<file path="src/rtl/cic_comp_fir.sv">
// Time-multiplexed I/Q FIR droop compensator behind the CIC decimator.
// Each accepted sample runs TAPS sequential MAC cycles, then a rounded, saturated strobe.
module cic_comp_fir #(
  parameter int unsigned WIDTH      = 16,
  parameter int unsigned TAPS       = 21,
  parameter int unsigned COEF_WIDTH = 18,
  parameter int unsigned COEF_FRAC  = 16,
  parameter logic [TAPS*COEF_WIDTH-1:0] COEFS = (TAPS*COEF_WIDTH)'(65536)
) (
  input  logic                    i_clock,
  input  logic                    i_reset,
  input  logic signed [WIDTH-1:0] i_inph_data,
  input  logic signed [WIDTH-1:0] i_quad_data,
  input  logic                    i_valid,
  output logic                    o_ready,
  output logic signed [WIDTH-1:0] o_inph_data,
  output logic signed [WIDTH-1:0] o_quad_data,
  output logic                    o_valid,
  output logic                    o_overflow
);

  localparam int unsigned KW = (TAPS > 1) ? $clog2(TAPS) : 1;
  localparam int unsigned PW = WIDTH + COEF_WIDTH;
  localparam int unsigned AW = PW + $clog2(TAPS);
  localparam logic [KW-1:0] LAST = KW'(TAPS - 1);
  localparam logic signed [AW-1:0] RND     = AW'(1) <<< (COEF_FRAC - 1);
  localparam logic signed [AW-1:0] SAT_MAX = (AW'(1) <<< (WIDTH - 1)) - AW'(1);
  localparam logic signed [AW-1:0] SAT_MIN = -(AW'(1) <<< (WIDTH - 1));

  typedef enum logic [1:0] {ST_IDLE, ST_MAC, ST_OUT} state_t;

  state_t state_q, state_d;

  logic [KW-1:0]           k_q, k_d;
  logic [KW-1:0]           rd_q, rd_d;
  logic [KW-1:0]           wr_q, wr_d;
  logic signed [AW-1:0]    acc_inph_q, acc_inph_d;
  logic signed [AW-1:0]    acc_quad_q, acc_quad_d;
  logic signed [WIDTH-1:0] inph_q, inph_d;
  logic signed [WIDTH-1:0] quad_q, quad_d;
  logic                    valid_q, valid_d;
  logic                    ready_q, ready_d;
  logic                    ovf_q, ovf_d;
  logic                    dl_we;

  logic signed [WIDTH-1:0]      dl_inph_q [TAPS];
  logic signed [WIDTH-1:0]      dl_quad_q [TAPS];
  logic signed [COEF_WIDTH-1:0] coef_a    [TAPS];
  logic signed [PW-1:0]         prod_inph, prod_quad;

  for (genvar g = 0; g < TAPS; g++) begin : g_coef
    assign coef_a[g] = COEFS[g*COEF_WIDTH +: COEF_WIDTH];
  end

  // Products are formed at full width so the accumulator can never wrap.
  assign prod_inph = PW'(coef_a[k_q]) * PW'(dl_inph_q[rd_q]);
  assign prod_quad = PW'(coef_a[k_q]) * PW'(dl_quad_q[rd_q]);

  function automatic logic signed [WIDTH-1:0] round_sat(input logic signed [AW-1:0] acc);
    logic signed [AW-1:0] r;
    r = (acc + RND) >>> COEF_FRAC;
    if (r > SAT_MAX) begin
      r = SAT_MAX;
    end else if (r < SAT_MIN) begin
      r = SAT_MIN;
    end
    return r[WIDTH-1:0];
  endfunction

  always_ff @(posedge i_clock) begin
    if (i_reset) begin
      state_q <= ST_IDLE;
    end else begin
      state_q <= state_d;
    end
  end

  always_comb begin
    state_d = state_q;
    unique case (state_q)
      ST_IDLE: if (i_valid) state_d = ST_MAC;
      ST_MAC:  if (k_q == LAST) state_d = ST_OUT;
      ST_OUT:  state_d = ST_IDLE;
      default: state_d = ST_IDLE;
    endcase
  end

  always_comb begin
    k_d        = k_q;
    rd_d       = rd_q;
    wr_d       = wr_q;
    acc_inph_d = acc_inph_q;
    acc_quad_d = acc_quad_q;
    inph_d     = inph_q;
    quad_d     = quad_q;
    valid_d    = 1'b0;
    ready_d    = (state_d == ST_IDLE);
    ovf_d      = ovf_q | (i_valid & (state_q != ST_IDLE));
    dl_we      = 1'b0;
    unique case (state_q)
      ST_IDLE: begin
        if (i_valid) begin
          dl_we      = 1'b1;
          acc_inph_d = '0;
          acc_quad_d = '0;
          k_d        = '0;
          rd_d       = wr_q;
        end
      end
      ST_MAC: begin
        acc_inph_d = acc_inph_q + AW'(prod_inph);
        acc_quad_d = acc_quad_q + AW'(prod_quad);
        k_d        = (k_q == LAST) ? '0 : k_q + KW'(1);
        rd_d       = (rd_q == '0) ? LAST : rd_q - KW'(1);
        if (k_q == LAST) begin
          wr_d = (wr_q == LAST) ? '0 : wr_q + KW'(1);
        end
      end
      ST_OUT: begin
        inph_d  = round_sat(acc_inph_q);
        quad_d  = round_sat(acc_quad_q);
        valid_d = 1'b1;
      end
      default: ;
    endcase
  end

  always_ff @(posedge i_clock) begin
    if (i_reset) begin
      k_q        <= '0;
      rd_q       <= '0;
      wr_q       <= '0;
      acc_inph_q <= '0;
      acc_quad_q <= '0;
      inph_q     <= '0;
      quad_q     <= '0;
      valid_q    <= 1'b0;
      ready_q    <= 1'b1;
      ovf_q      <= 1'b0;
      for (int unsigned t = 0; t < TAPS; t++) begin
        dl_inph_q[t] <= '0;
        dl_quad_q[t] <= '0;
      end
    end else begin
      k_q        <= k_d;
      rd_q       <= rd_d;
      wr_q       <= wr_d;
      acc_inph_q <= acc_inph_d;
      acc_quad_q <= acc_quad_d;
      inph_q     <= inph_d;
      quad_q     <= quad_d;
      valid_q    <= valid_d;
      ready_q    <= ready_d;
      ovf_q      <= ovf_d;
      if (dl_we) begin
        dl_inph_q[wr_q] <= i_inph_data;
        dl_quad_q[wr_q] <= i_quad_data;
      end
    end
  end

  assign o_ready     = ready_q;
  assign o_inph_data = inph_q;
  assign o_quad_data = quad_q;
  assign o_valid     = valid_q;
  assign o_overflow  = ovf_q;

endmodule

</file>
<file path="config.mk">
export PLATFORM = sky130hd
export DESIGN_NAME = cic_comp_fir
export DESIGN_NICKNAME = d
export VERILOG_FILES = /design/src/rtl/cic_comp_fir.sv
export SDC_FILE = /design/constraint.sdc
export NUM_CORES = 2
export LEC_CHECK = 0
export ABC_AREA = 1
export BUFFER_PORTS_ARGS = -buffer_cell sky130_fd_sc_hd__buf_2
export CAP_MARGIN = 20
export CELL_PAD_IN_SITES_DETAIL_PLACEMENT = 0
export CELL_PAD_IN_SITES_GLOBAL_PLACEMENT = 2
export CORE_MARGIN = 4
export CORE_UTILIZATION = 30
export CTS_CLUSTER_DIAMETER = 200
export DETAILED_ROUTE_END_ITERATION = 10
export PLACE_DENSITY = 0.71
export SLEW_MARGIN = 20
export SYNTH_ARGS = -nofsm -noshare
export SYNTH_HDL_FRONTEND = slang
export SYNTH_SLANG_ARGS = --single-unit
export TNS_END_PERCENT = 20
</file>
<file path="constraint.sdc">
create_clock -name i_clock -period 10.45 [get_ports i_clock]
set_input_delay 1.045 -clock i_clock [delete_from_list [all_inputs] [get_ports i_clock]]
set_output_delay 1.045 -clock i_clock [all_outputs]
set_load 0.01 [all_outputs]
</file>
==> qor.yml <==
power_and_ir_drop:
  leakage_nw: 21.7
  powerDensity_mw_per_mm2: 220
  peakVddDrop_mv: 0.173
finish:
  syn2layout_area_growth_pct: 12.7
  mostFrequentLayoutCells: "nor2_1 (1367), edfxtp_1 (1024), o21ai_0 (567)"
  nets: 5344
  layout-drive-gt1-share_pct: 8.48
  layout_commonest_cell: "nor2_1"
sta:
  setup-tns-final_ps: 0
  slew_headroom_pct: 18.4
  setup_viol: 0
  timing.final.crit_share_pct: 70.8
  fmax_mhz: 135
  hold_viol: 0
  max_slew.worst_pin.slew_ps: 1220
  fin_skew_ps: 29.5
  slew_viol_final: 0
  fin_crit_ps: 7400
  rsz0062_at_grt: "no"
  fin_hold_ws_ps: 457
clocking:
  cts_sinks: 1129
  cts_root_buf: "clkbuf_16"
  clk_pin_slew_ps: 60
  clkLatencyLatePin_ps: 780
  htree_num_levels: 4
  numCtsBuffers: 133
  postCtsHoldBufs: 0
  post_cts_buffers: 0
  clockBufferDepth: 3
  cts_tree: "done"
  cts_resized: 0
critical_path:
  setup.worst_path.end_class: "register"
  arrival_ps: 8030
  startpoint_type: "register"
  critical_path.max_fanout: 117
  worstSetupPathType: "reg2reg"
  cp.required_ps: 11080
  reg2reg_depth: 23
  reg2reg_to: "acc_inph_q[33]$_SDFFE_PP0P_"
  reg2reg_setup_slack_ps: 3050
drt:
  vias: 39200
  antenna_left: 0
  routedWlPerCell_um: 24.2
  drc: 0
  wl_um: 183000
  vias_per_cell: 5.19
  first_iter_violations: 3584
  drtPass1Iterations: 5
global_route:
  gr-total-overflow: 0
  antenna_found_initial: 9
  first_global_vias: 38100
  grt_start_max_net_pins: 195
  grt_use_total_pct: 19.4
  grt_pass1_wl_um: 267000
synth:
  synth_edf_count: 1024
  avgSynthCellArea_sq_um: 10.2
  synth.area.top_cells: "edfxtp_1 (58%), nor2_1 (9.7%), o21ai_0 (5.3%)"
  synth_largest_area_cell: "edfxtp_1"
  synth_cell_type_count: 50
  synthArstFlopShare_pct: 0
  synth_area_sq_mm: 0.0532
  postSynthCellCount: 5189
  yosys_register_bits: 1129
  seq_area_frac_synth_pct: 61.8
  synth_warnings: 0
  synth_nets: 5428
  synth_top_area_share_pct: 57.8
  synth_ff_type: "edfxtp_1"
die:
  io_pins: 70
  start_util_pct: 30.2
  coreArea_sq_mm: 0.176
  die_x_um: 429
  fp.dieH_um: 429
  dieArea_sq_mm: 0.184
  num_rows: 154
placement:
  place_congestion: 0.808
  port_buffers: 69
  dp_hpwl_um: 103000
outcome:
  status: "completed"
worst_hold_path:
  worstHoldStart: "o_overflow$_SDFF_PP0_"
  whs_path_depth: 2
  hold_class: "reg2reg"
  whs_endpoint: "o_overflow$_SDFF_PP0_"
run:
  max_cap_viol_count: 0
## cells by family after synthesis
kind of cell | count (synthesis) | synth area share [%]
DFF | 1129 | 61.8
xor gates and xnor gates | 41 | 0.675
and+or+nand+nor | 2206 | 16.6
buffers and inverters | 563 | 4.25
AOI/OAI and AO/OA | 1046 | 11.5
adders and majority gates | 204 | 5.24
## cell usage after synthesis (all sizes together), types with 11 or more instances
cell type and count:
a31oi 31, or2 11, xor2 21, buf 87, nand2 520, ha 173
o221ai 168, nor2 1404, fa 31, o22ai 59, clkbuf 290, o21ai 573
nand3 227, xnor2 20, a21oi 183, nand4 14, dfxtp 105, inv 184
nor3 15, edfxtp 1024
## critical path, stage by stage (launching register included)
cell and delay [ps]:
dfxtp_4 760, buf_4 610, buf_12 430, o21ai_0 190, o221ai_1 250, nand3_1 200, a31oi_1 710, ha_1 280
ha_1 150, ha_1 130, inv_1 50, fa_1 480, inv_1 60, fa_1 560, inv_1 60, fa_1 480
o21ai_0 530, a21boi_0 300, o21ai_0 340, nand3_1 160, nand2_1 90, nand2_1 50, nand3_1 70, a21oi_1 70
## through the flow
step / setup slack [ps] / cells / total power, mW / cell area [sq um] / utilization (%)
final: 3050 / 7546 / 13.2 / 59900 / 34.0
after global routing: 2720 / 7543 / 14.0 / 59900 / 34.0
after CTS: 3100 / 7542 / 13.3 / 59900 / 34.0
after detailed placement: 3110 / 7310 / 8.88 / 55800 / 31.7
after global placement: 3220 / 7309 / 8.90 / 55800 / 31.7
after floorplan: 5470 / 5189 / 7.69 / 53200 / -
## sequential cells by signal (all words and copies together), names as in the netlist, named ones only
name,flops
dl_inph_q,512
dl_quad_q,512
acc_inph_q,24
acc_quad_q,24
o_inph_data,16
o_quad_data,16
k_q,5
rd_q,5
wr_q,5
state_q,2
o_overflow,1
o_ready,1
o_valid,1
## final cells by class
class / count / area [sq um]
timing repair buffer: 158 / 1130
tap: 2340 / 2930
multi-input combinational: 3497 / 18200
sequential: 1129 / 32900
clock buffer: 166 / 3510
inverter: 186 / 721
clock inverter: 66 / 573
fill: 17800 / 116000
antenna: 4 / 10.0
## routing by layer
| layer | track usage (%) | part of all wire [%] | vias to the layer above |
|---|---|---|---|
| met2 | 32.0 | 47 | 1094 |
| met5 | 0 | 0.011 | - |
| met3 | 2.77 | 5.3 | 222 |
| met4 | 4.81 | 2.1 | 4 |
| met1 | 26.9 | 45 | 19900 |
| li1 | - | - | 18000 |
## worst max-delay path by stage
stage | slack, ps | cells after the start | start | endpoint
2_1_floorplan | 5470 | 26 | register | acc_inph_q[33]$_SDFFE_PP0P_
3_3_place_gp | 3220 | 23 | register | acc_inph_q[33]$_SDFFE_PP0P_
3_5_place_dp | 3110 | 23 | register | acc_inph_q[33]$_SDFFE_PP0P_
4_1_cts | 3100 | 23 | register | acc_inph_q[33]$_SDFFE_PP0P_
5_1_grt | 2720 | 23 | register | acc_inph_q[33]$_SDFFE_PP0P_
6_report | 3050 | 23 | register | acc_inph_q[33]$_SDFFE_PP0P_
## where the power goes
group	internal (mW)	switching [mW]
combinational	1.08	2.31
sequential	5.12	0.258
clock	2.47	1.94
total	8.68	4.51
Power figures use the tool's default switching activity.
